===== src/rtl/seg_scan_receiver_pkg.sv =====
// Shared definitions for the segment-scan receiver.
//   - 7-bit segment pattern constants {g,f,e,d,c,b,a}, active-high
//   - scan FSM state encoding
//   - digit index width and one-hot strobe to slot index helper
package seg_scan_receiver_pkg;

    localparam int DIGIT_IDX_W = 2;

    typedef logic [DIGIT_IDX_W-1:0] digit_idx_t;

    localparam logic [6:0] SEG_0     = 7'h3F;
    localparam logic [6:0] SEG_1     = 7'h06;
    localparam logic [6:0] SEG_2     = 7'h5B;
    localparam logic [6:0] SEG_3     = 7'h4F;
    localparam logic [6:0] SEG_4     = 7'h66;
    localparam logic [6:0] SEG_5     = 7'h6D;
    localparam logic [6:0] SEG_6     = 7'h7D;
    localparam logic [6:0] SEG_7     = 7'h07;
    localparam logic [6:0] SEG_8     = 7'h7F;
    localparam logic [6:0] SEG_9     = 7'h6F;
    localparam logic [6:0] SEG_BLANK = 7'h00;

    localparam logic [1:0] ST_IDLE   = 2'd0;
    localparam logic [1:0] ST_SETTLE = 2'd1;
    localparam logic [1:0] ST_HOLD   = 2'd2;

    // Only called with a one-hot strobe; anything else maps to slot 0.
    function automatic digit_idx_t sel_to_idx(input logic [3:0] sel);
        digit_idx_t idx;
        case (sel)
            4'b0001: idx = 2'd0;
            4'b0010: idx = 2'd1;
            4'b0100: idx = 2'd2;
            4'b1000: idx = 2'd3;
            default: idx = 2'd0;
        endcase
        return idx;
    endfunction

endpackage


===== src/rtl/seg_scan_receiver_decode.sv =====
// seg7_decode: combinational 7-segment pattern to BCD decoder.
//   seg_i   [6:0] pattern {g,f,e,d,c,b,a}, active-high
//   valid_o       pattern is a known digit or blank
//   blank_o       pattern is all-off
//   bcd_o   [3:0] decoded digit; 0 for blank and for unknown patterns
module seg7_decode
    import seg_scan_receiver_pkg::*;
(
    input  logic [6:0] seg_i,
    output logic       valid_o,
    output logic       blank_o,
    output logic [3:0] bcd_o
);

    always_comb begin
        valid_o = 1'b1;
        blank_o = 1'b0;
        bcd_o   = 4'd0;
        case (seg_i)
            SEG_0:     bcd_o = 4'd0;
            SEG_1:     bcd_o = 4'd1;
            SEG_2:     bcd_o = 4'd2;
            SEG_3:     bcd_o = 4'd3;
            SEG_4:     bcd_o = 4'd4;
            SEG_5:     bcd_o = 4'd5;
            SEG_6:     bcd_o = 4'd6;
            SEG_7:     bcd_o = 4'd7;
            SEG_8:     bcd_o = 4'd8;
            SEG_9:     bcd_o = 4'd9;
            SEG_BLANK: blank_o = 1'b1;
            default:   valid_o = 1'b0;
        endcase
    end

endmodule


===== src/rtl/seg_scan_receiver.sv =====
// seg_scan_receiver: rebuilds the four digits shown by a multiplexed
// 7-segment scan and publishes them once the same frame was seen for
// STABLE_FRAMES consecutive complete scans.
//   clock, reset             system clock, async active-high reset
//   segment_in [6:0]         segment lines {g,f,e,d,c,b,a} (asynchronous)
//   byte_sel_in [3:0]        one-hot digit strobe, bit0 = rightmost digit
//   colon_in                 colon line
//   digits_out [15:0]        {d3,d2,d1,d0} BCD
//   blank_out [3:0]          per-digit blank flag
//   colon_out                colon of the published frame
//   frame_valid, frame_err   one-cycle pulses: published / discarded
//   stalled                  strobes frozen for TIMEOUT_CYCLES
//
// state  | meaning
// IDLE   | waiting for a legal one-hot strobe
// SETTLE | strobe held, counting settle cycles before capture
// HOLD   | slot captured, waiting for the strobe to move on
module seg_scan_receiver
    import seg_scan_receiver_pkg::*;
#(
    parameter int SETTLE_CYCLES  = 3,
    parameter int STABLE_FRAMES  = 2,
    parameter int TIMEOUT_CYCLES = 1023
) (
    input  logic        clock,
    input  logic        reset,
    input  logic [6:0]  segment_in,
    input  logic [3:0]  byte_sel_in,
    input  logic        colon_in,
    output logic [15:0] digits_out,
    output logic [3:0]  blank_out,
    output logic        colon_out,
    output logic        frame_valid,
    output logic        frame_err,
    output logic        stalled
);

    localparam logic [3:0] SETTLE_TC = 4'(SETTLE_CYCLES);
    localparam logic [2:0] STABLE_TC = 3'(STABLE_FRAMES);
    localparam logic [9:0] TMO_TC    = 10'(TIMEOUT_CYCLES);

    logic [6:0]  seg_s1_q, seg_s2_q;
    logic [3:0]  sel_s1_q, sel_s2_q, sel_prev_q;
    logic        col_s1_q, col_s2_q;

    logic [1:0]  state_q, state_d;
    logic [3:0]  settle_q, settle_d;
    logic [3:0]  cap_sel_q, cap_sel_d;

    logic [3:0]  seen_q, seen_d;
    logic [15:0] cand_dig_q, cand_dig_d;
    logic [3:0]  cand_blank_q, cand_blank_d;
    logic        cand_colon_q, cand_colon_d;
    logic        bad_q, bad_d;

    logic [15:0] ref_dig_q, ref_dig_d;
    logic [3:0]  ref_blank_q, ref_blank_d;
    logic        ref_colon_q, ref_colon_d;
    logic [2:0]  stable_q, stable_d;

    logic [15:0] dig_out_q, dig_out_d;
    logic [3:0]  blank_out_q, blank_out_d;
    logic        colon_out_q, colon_out_d;
    logic        valid_q, valid_d;
    logic        err_q, err_d;
    logic        stalled_q, stalled_d;
    logic [9:0]  tmo_q, tmo_d;

    logic        dec_valid, dec_blank;
    logic [3:0]  dec_bcd;
    logic        sel_change, tmo_hit, complete, capture;
    digit_idx_t  slot;

    seg7_decode u_decode (
        .seg_i   (seg_s2_q),
        .valid_o (dec_valid),
        .blank_o (dec_blank),
        .bcd_o   (dec_bcd)
    );

    assign sel_change = (sel_s2_q != sel_prev_q);
    assign tmo_hit    = (tmo_q == TMO_TC);
    assign complete   = (seen_q == 4'hF);
    assign slot       = sel_to_idx(cap_sel_q);

    always_comb begin
        state_d      = state_q;
        settle_d     = settle_q;
        cap_sel_d    = cap_sel_q;
        seen_d       = seen_q;
        cand_dig_d   = cand_dig_q;
        cand_blank_d = cand_blank_q;
        cand_colon_d = cand_colon_q;
        bad_d        = bad_q;
        ref_dig_d    = ref_dig_q;
        ref_blank_d  = ref_blank_q;
        ref_colon_d  = ref_colon_q;
        stable_d     = stable_q;
        dig_out_d    = dig_out_q;
        blank_out_d  = blank_out_q;
        colon_out_d  = colon_out_q;
        valid_d      = 1'b0;
        err_d        = 1'b0;
        capture      = 1'b0;

        // Timeout counter and stalled level
        if (sel_change) begin
            tmo_d     = 10'd0;
            stalled_d = 1'b0;
        end else begin
            tmo_d     = (tmo_q == 10'h3FF) ? tmo_q : tmo_q + 10'd1;
            stalled_d = tmo_hit ? 1'b1 : stalled_q;
        end

        // Strobe FSM; cap_sel is always one-hot, so an illegal sel
        // also shows up as a mismatch against it.
        case (state_q)
            ST_IDLE: begin
                if ($onehot(sel_s2_q)) begin
                    state_d   = ST_SETTLE;
                    settle_d  = 4'd1;
                    cap_sel_d = sel_s2_q;
                end
            end
            ST_SETTLE: begin
                if (sel_s2_q != cap_sel_q) begin
                    state_d = ST_IDLE;
                end else if (settle_q == SETTLE_TC) begin
                    capture = 1'b1;
                    state_d = ST_HOLD;
                end else begin
                    settle_d = settle_q + 4'd1;
                end
            end
            ST_HOLD: begin
                if (sel_s2_q != cap_sel_q) begin
                    state_d = ST_IDLE;
                end
            end
            default: state_d = ST_IDLE;
        endcase

        // Frame completion; a timeout in the same cycle discards the
        // partial frame and suppresses any pulse.
        if (tmo_hit) begin
            seen_d       = 4'h0;
            stable_d     = 3'd0;
            cand_colon_d = 1'b0;
            bad_d        = 1'b0;
        end else if (complete) begin
            seen_d       = 4'h0;
            cand_colon_d = 1'b0;
            bad_d        = 1'b0;
            if (bad_q) begin
                err_d    = 1'b1;
                stable_d = 3'd0;
            end else begin
                if ({cand_dig_q, cand_blank_q, cand_colon_q} ==
                    {ref_dig_q, ref_blank_q, ref_colon_q}) begin
                    stable_d = (stable_q == STABLE_TC) ? stable_q : stable_q + 3'd1;
                end else begin
                    ref_dig_d   = cand_dig_q;
                    ref_blank_d = cand_blank_q;
                    ref_colon_d = cand_colon_q;
                    stable_d    = 3'd1;
                end
                if (stable_d == STABLE_TC && !stalled_q &&
                    {ref_dig_d, ref_blank_d, ref_colon_d} !=
                    {dig_out_q, blank_out_q, colon_out_q}) begin
                    dig_out_d   = ref_dig_d;
                    blank_out_d = ref_blank_d;
                    colon_out_d = ref_colon_d;
                    valid_d     = 1'b1;
                end
            end
        end

        // Slot capture is applied last so it survives a same-cycle clear.
        if (capture) begin
            seen_d[slot]                 = 1'b1;
            cand_dig_d[{slot, 2'b00} +: 4] = dec_bcd;
            cand_blank_d[slot]           = dec_blank;
            cand_colon_d                 = cand_colon_d | col_s2_q;
            if (!dec_valid) begin
                bad_d = 1'b1;
            end
        end
    end

    always_ff @(posedge clock or posedge reset) begin
        if (reset) begin
            seg_s1_q     <= '0;
            seg_s2_q     <= '0;
            sel_s1_q     <= '0;
            sel_s2_q     <= '0;
            sel_prev_q   <= '0;
            col_s1_q     <= 1'b0;
            col_s2_q     <= 1'b0;
            state_q      <= ST_IDLE;
            settle_q     <= '0;
            cap_sel_q    <= '0;
            seen_q       <= '0;
            cand_dig_q   <= '0;
            cand_blank_q <= '0;
            cand_colon_q <= 1'b0;
            bad_q        <= 1'b0;
            ref_dig_q    <= '0;
            ref_blank_q  <= '0;
            ref_colon_q  <= 1'b0;
            stable_q     <= '0;
            dig_out_q    <= '0;
            blank_out_q  <= '0;
            colon_out_q  <= 1'b0;
            valid_q      <= 1'b0;
            err_q        <= 1'b0;
            stalled_q    <= 1'b0;
            tmo_q        <= '0;
        end else begin
            seg_s1_q     <= segment_in;
            seg_s2_q     <= seg_s1_q;
            sel_s1_q     <= byte_sel_in;
            sel_s2_q     <= sel_s1_q;
            sel_prev_q   <= sel_s2_q;
            col_s1_q     <= colon_in;
            col_s2_q     <= col_s1_q;
            state_q      <= state_d;
            settle_q     <= settle_d;
            cap_sel_q    <= cap_sel_d;
            seen_q       <= seen_d;
            cand_dig_q   <= cand_dig_d;
            cand_blank_q <= cand_blank_d;
            cand_colon_q <= cand_colon_d;
            bad_q        <= bad_d;
            ref_dig_q    <= ref_dig_d;
            ref_blank_q  <= ref_blank_d;
            ref_colon_q  <= ref_colon_d;
            stable_q     <= stable_d;
            dig_out_q    <= dig_out_d;
            blank_out_q  <= blank_out_d;
            colon_out_q  <= colon_out_d;
            valid_q      <= valid_d;
            err_q        <= err_d;
            stalled_q    <= stalled_d;
            tmo_q        <= tmo_d;
        end
    end

    assign digits_out  = dig_out_q;
    assign blank_out   = blank_out_q;
    assign colon_out   = colon_out_q;
    assign frame_valid = valid_q;
    assign frame_err   = err_q;
    assign stalled     = stalled_q;

endmodule


===== config.mk =====
export PLATFORM = sky130hd
export DESIGN_NAME = seg_scan_receiver
export DESIGN_NICKNAME = d
export VERILOG_FILES = /design/src/rtl/seg_scan_receiver_pkg.sv /design/src/rtl/seg_scan_receiver_decode.sv /design/src/rtl/seg_scan_receiver.sv
export SDC_FILE = /design/constraint.sdc
export NUM_CORES = 1
export LEC_CHECK = 0
export CORE_ASPECT_RATIO = 0.7
export CORE_MARGIN = 3
export CORE_UTILIZATION = 50
export DETAILED_ROUTE_END_ITERATION = 10
export PLACE_DENSITY = 0.69
export REMOVE_ABC_BUFFERS = 1
export SETUP_SLACK_MARGIN = 0.4
export SYNTH_ARGS = -nofsm -noshare
export SYNTH_HDL_FRONTEND = slang
export SYNTH_SLANG_ARGS = --single-unit

===== constraint.sdc =====
create_clock -name clock -period 11.1 [get_ports clock]
set_input_delay 2.22 -clock clock [delete_from_list [all_inputs] [get_ports clock]]
set_output_delay 2.22 -clock clock [all_outputs]
set_load 0.05 [all_outputs]

==> results of run 1 <==
routing by layer:
layer | vias to the layer above | track usage (%) | share of wire [%]
met5 | - | 0 | 0
met4 | 0 | 8.04 | 1.2
met3 | 9 | 4.79 | 4.1
met2 | 77 | 28.1 | 44
met1 | 1763 | 26.9 | 51
li1 | 1693 | - | -
worst min path at each step:
stage                     start          end  slack (ns)  cells after the start
CTS                 sel_s1_q[2]  sel_s2_q[2]        0.35                      0
floorplan              col_s1_q     col_s2_q        0.33                      0
global placement    sel_s1_q[2]  sel_s2_q[2]        0.33                      0
global route        sel_s1_q[2]  sel_s2_q[2]        0.36                      0
finish              sel_s1_q[2]  sel_s2_q[2]        0.35                      0
detailed placement  sel_s1_q[2]  sel_s2_q[2]        0.33                      0
power groups by stage:
stage          Clock [mW]  Combinational, mW  Sequential, mW
3_5_place_dp            0              0.126           0.502
3_3_place_gp            0              0.121           0.501
6_report            0.589              0.127           0.494
4_1_cts             0.595              0.128           0.495
2_1_floorplan           0             0.0979           0.496
5_1_grt             0.617              0.142           0.499
cell type report:
class	count	area (um^2)	area share [%]
well taps	148	185	2.75
flip-flops and latches	122	3050	45.4
clock inverters	14	195	2.90
inverters	14	55.1	0.818
multi-input cells	312	2410	35.8
repair buffers	40	393	5.84
clock buffers	18	439	6.53
stage by stage:
stage	util [%]	hold WS, ns	worst slack, ns
finish	63.6	0.346	7.23
global placement	57.6	0.332	7.02
floorplan	-	0.331	5.64
detailed placement	57.6	0.335	6.98
global route	63.6	0.357	7.18
CTS	63.6	0.348	7.22
cells in the mapped netlist, drive strengths merged, types with 3 or more instances:
cell type	count	share of area [%]
a21oi	6	0.54
buf	5	0.79
clkbuf	5	0.34
dfrtp	122	55
ha	13	2.9
inv	14	0.94
mux2	51	12
nand2	46	3.1
nand2b	4	0.45
nand3	7	0.63
nand4	11	1.5
nor2	27	1.9
nor2b	3	0.34
nor3	14	1.7
nor3b	3	0.40
nor4	12	2.0
o21ai	23	2.1
or3	5	0.56
xnor2	17	2.7
xor2	43	6.8
kinds of logic after synthesis:
family	share of synthesized area, %
and+or+nand+nor	13.3
DFF	54.7
xor gates and xnor gates	9.42
muxes	11.9
AOI/OAI and AO/OA	5.29
buffers and inverters	2.06
adders and majority gates	3.28
flip-flops by register name, indices dropped and copies added, names as in the netlist, 2 cells and up:
| signal | flops |
|---|---|
| blank_out | 4 |
| cand_blank_q | 4 |
| cand_dig_q | 16 |
| cap_sel_q | 4 |
| digits_out | 16 |
| ref_blank_q | 4 |
| ref_dig_q | 16 |
| seen_q | 4 |
| seg_s1_q | 7 |
| seg_s2_q | 7 |
| sel_prev_q | 4 |
| sel_s1_q | 4 |
| sel_s2_q | 4 |
| settle_q | 4 |
| stable_q | 3 |
| state_q | 2 |
| tmo_q | 10 |
worst reg2reg max path, cell delays in order (launching register included):
cell	delay, ns
dfrtp_1	0.45
xor2_1	0.19
nor4_1	0.67
nand4_1	0.33
o211ai_4	0.93
mux2_2	0.43
==> results.sh, run 1 <==
export IMPL_crit_chain="clkdlybuf4s50_1"
export IMPL_clk_pin_slew_worst_paths_ns=0.06
export IMPL_clk_latency_ns=0.41
export IMPL_p_int_mw=0.907
export IMPL_fill_cells=802
export IMPL_numPortBuffers=37
export IMPL_power_frac_seq_pct=40.9
export IMPL_slew_headroom_pct=29.0
export IMPL_p_sw_share_pct=25.1
export IMPL_cts_hold_buffers=0
export IMPL_min_period_ns=3.87
export IMPL_final_cell_mix="dfrtp_1 (122), nand2_1 (46), xor2_1 (43)"
export IMPL_yosys_register_bits=122
export IMPL_r2r_cells=5
export IMPL_vias_per_cell=5.30
export IMPL_cp_end_kind="output pin"
export IMPL_hold_class="flip-flop to flip-flop"
export IMPL_rr_startpoint="cand_dig_q[2]"
export IMPL_grt_pass1_wl_um=18300
export IMPL_die_area_um2=12500
export IMPL_avgSynthCellArea_um2=12.2
export IMPL_cts_sinks=122
export IMPL_dp_hpwl_um=7340
export IMPL_diodes=0
export IMPL_fin_nets=535
export IMPL_pwr_share_comb_pct=10.5
export IMPL_finalSetupViolations=0
export IMPL_fp_row_count=31
export IMPL_cts_buffer_depth=2
export IMPL_overflow=0
export IMPL_syn_to_final_growth_pct=20.7
export IMPL_criticalPathCategory="flip-flop to output pin"
export IMPL_drc=0
export IMPL_drt_total_wl_um=10800
export IMPL_max_stage_delay_ns=0.83
export IMPL_critPathBufInv=1
export IMPL_avgRoutedWirePerCell_um=16.2
export IMPL_dp_cells=636
export IMPL_place_area_um2=6100
export IMPL_layout_commonest_cell="dfrtp_1"
export IMPL_ys_seq_area_share_pct=54.7
export IMPL_p_total_mw=1.21
export IMPL_reg2reg_to="digits_out[13]"
export IMPL_synth_cell_types=49
export IMPL_clock_skew_ns=0.0108
export IMPL_die_width_um=132
export IMPL_startpoint="colon_out"
export IMPL_start_util_pct=52.7
export IMPL_fin_tns_setup_ns=0
export IMPL_cp_endpoint="colon_out"
export IMPL_fmax_mhz=258
export IMPL_status="complete, no violations"
export IMPL_synth_edf_count=0
export IMPL_cts_htree_levels=4
export IMPL_clkPwrFrac_pct=48.7
export IMPL_yosys_warnings=0
export IMPL_rsz0062_at_grt="false"
export IMPL_root_buffer="clkbuf_16"
export IMPL_maxSlewViolCount=0
export IMPL_worst_pin_slew_ns=1.06
export IMPL_ctsResizeCount=0
export IMPL_finalHoldViolations=0
export IMPL_grt_max_degree=84
export IMPL_power_net_switching_mw=0.303
export IMPL_period_share_pct=34.9
export IMPL_leakage_nw=3.28
export IMPL_async_reset_ff_share_pct=100
export IMPL_cts_setup_buffers=0
export IMPL_drive_gt1_share_pct=18.8
export IMPL_cts_inserted_buffers=17
export IMPL_antenna_left=0
export IMPL_antenna_found_initial=0
export IMPL_final_area_um2=6730
export IMPL_drt_iter0_drc=229
export IMPL_track_usage_pct=19.0
export IMPL_synthCells=458
export IMPL_routabilityCongestion=0.840
export IMPL_via_count=3542
export IMPL_vdd_ir_drop_worst_v=0.000124
export IMPL_critPathMaxFanout=3
export IMPL_cts_tree="yes"
export IMPL_cp_start_kind="flip-flop"
export IMPL_mappedNetlistArea_um2=5580
export IMPL_r2r_setup_slack_ns=7.99
export IMPL_maxCapViolations=0
export IMPL_core_area_um2=10600
export IMPL_synth_flop_cell="dfrtp_1"
export IMPL_first_global_vias=3638
export IMPL_p_per_area_nw_per_um2=180
export IMPL_die_h_um=94.4
export IMPL_dr_pass1_iters=4
export IMPL_ios=38
export IMPL_cp_arrival_ns=1.65
export IMPL_crit_family="buffers and inverters"
export IMPL_required_ns=8.88
export IMPL_stdcell_count=668
export IMPL_cp_num_cells=1
export IMPL_slowest_stage="clkdlybuf4s50_1"
Note: power is estimated with default switching activity, not from simulation.
==> run 2, diff against run 1 <==
clock period = 3.98 ns   (was 11.1 ns; I/O delays follow)
==> results.sh, run 2 (synthesis gave the netlist of run 1 again) <==
export IMPL_status="complete, no violations"
export IMPL_cp_arrival_ns=3.27
export IMPL_via_count=3614
export IMPL_critPathMaxFanout=6
export IMPL_max_stage_delay_ns=0.68
export IMPL_r2r_setup_slack_ns=1.0
export IMPL_worst_pin_slew_ns=0.873
export IMPL_cts_inserted_buffers=17
export IMPL_drc=0
export IMPL_stdcell_count=669
export IMPL_fin_tns_setup_ns=0
export IMPL_layout_commonest_cell="dfrtp_1"
export IMPL_cp_endpoint="cap_sel_q[0]"
export IMPL_rr_startpoint="sel_s2_q[0]"
export IMPL_final_area_um2=6720
export IMPL_track_usage_pct=19.1
export IMPL_syn_to_final_growth_pct=20.5
export IMPL_cts_hold_buffers=0
export IMPL_cts_htree_levels=4
export IMPL_grt_max_degree=50
export IMPL_first_global_vias=3645
export IMPL_hold_class="flip-flop to flip-flop"
export IMPL_cts_buffer_depth=2
export IMPL_cts_sinks=122
export IMPL_slowest_stage="nor3_1"
export IMPL_fin_nets=537
export IMPL_fill_cells=807
export IMPL_core_area_um2=10600
export IMPL_numPortBuffers=37
export IMPL_period_share_pct=75.0
export IMPL_drive_gt1_share_pct=18.8
export IMPL_place_area_um2=6120
export IMPL_cts_setup_buffers=0
export IMPL_vias_per_cell=5.40
export IMPL_diodes=0
export IMPL_dp_cells=638
export IMPL_r2r_cells=8
export IMPL_root_buffer="clkbuf_16"
export IMPL_drt_iter0_drc=377
export IMPL_cts_tree="yes"
export IMPL_maxCapViolations=0
export IMPL_ios=38
export IMPL_die_width_um=132
export IMPL_finalHoldViolations=0
export IMPL_final_cell_mix="dfrtp_1 (122), nand2_1 (46), xor2_1 (43)"
export IMPL_required_ns=4.27
export IMPL_reg2reg_to="cap_sel_q[0]"
export IMPL_cp_end_kind="flip-flop"
export IMPL_clk_latency_ns=0.41
export IMPL_crit_chain="inv_1, fa_1, inv_1, ha_1, ha_1, or2_1, nor3_1, mux2_2"
export IMPL_antenna_found_initial=0
export IMPL_fp_row_count=31
export IMPL_overflow=0
export IMPL_vdd_ir_drop_worst_v=0.000300
export IMPL_die_h_um=94.4
export IMPL_dp_hpwl_um=7640
export IMPL_min_period_ns=2.98
export IMPL_antenna_left=0
export IMPL_finalSetupViolations=0
export IMPL_start_util_pct=52.7
export IMPL_leakage_nw=3.30
export IMPL_fmax_mhz=335
export IMPL_die_area_um2=12500
export IMPL_drt_total_wl_um=11100
export IMPL_startpoint="sel_s2_q[0]"
export IMPL_rsz0062_at_grt="false"
export IMPL_slew_headroom_pct=41.0
export IMPL_criticalPathCategory="flip-flop to flip-flop"
export IMPL_dr_pass1_iters=4
export IMPL_clk_pin_slew_worst_paths_ns=0.05
export IMPL_avgRoutedWirePerCell_um=16.6
export IMPL_hp_start="seg_s1_q[3]"
export IMPL_ctsResizeCount=0
export IMPL_grt_pass1_wl_um=18500
export IMPL_routabilityCongestion=0.828
export IMPL_clock_skew_ns=0.00742
export IMPL_p_per_area_nw_per_um2=487
export IMPL_maxSlewViolCount=0
export IMPL_cp_start_kind="flip-flop"
## run 2: changes by cell type in the layout (fill, tap and decap cells not counted), moves of 2 or more
cell,previous run,this run
bufinv_16,4,2
clkinvlp_4,7,1
clkbuf_8,1,6
inv_6,2,0
clkinv_2,1,4
## run 2: per-stage QoR
| stage | power, mW | worst slack [ns] | hold slack, ns | util (%) |
|---|---|---|---|---|
| final | 3.27 | 0.997 | 0.345 | 63.5 |
| after global routing | 3.41 | 0.766 | 0.352 | 63.5 |
| after CTS | 3.29 | 0.968 | 0.346 | 63.5 |
| after detailed placement | 1.75 | 0.971 | 0.335 | 57.8 |
| after global placement | 1.74 | 1.10 | 0.331 | 57.8 |
| after floorplan | 1.66 | -0.0585 | 0.331 | - |
## run 2: area by class of cell
type / instances / area (um^2) / share of cell area [%]
clock buffers: 24 / 512 / 7.61
clock inverters: 7 / 87.6 / 1.30
well taps: 148 / 185 / 2.75
repair buffers: 42 / 420 / 6.25
flip-flops and latches: 122 / 3050 / 45.4
inverters: 14 / 55.1 / 0.819
multi-input cells: 312 / 2410 / 35.8
## run 2: power breakdown
part           switching (mW)  internal (mW)  total [mW]  leakage (nW)
clock network           0.521           1.01        1.53         0.298
registers              0.0767           1.31        1.39          1.62
logic                   0.195          0.157       0.352          1.38
total                   0.793           2.48        3.27          3.30
## run 2: how the worst min path moves through the flow
stage	end	slack, ns	cells after the start
after floorplan	col_s2_q	0.33	0
after global placement	seg_s2_q[0]	0.33	0
after detailed placement	seg_s2_q[3]	0.33	0
after CTS	seg_s2_q[3]	0.35	0
after global routing	seg_s2_q[2]	0.35	0
final	seg_s2_q[3]	0.34	0
## run 2: worst max-delay path: cells and delay by family, from the launching register on
family | cells | cell delay (ns)
muxes | 1 | 0.41
DFF | 1 | 0.44
adders and majority gates | 3 | 0.96
buffers and inverters | 2 | 0.13
and+or+nand+nor | 2 | 0.92
## run 2: layer usage
layer  global-route usage [%]  vias up  part of all wire [%]
li1                         -     1700                     -
met1                     27.4     1805                    51
met2                     28.2       92                    43
met3                     4.74       17                   4.6
met4                     7.35        0                   1.3
met5                        0        -                     0
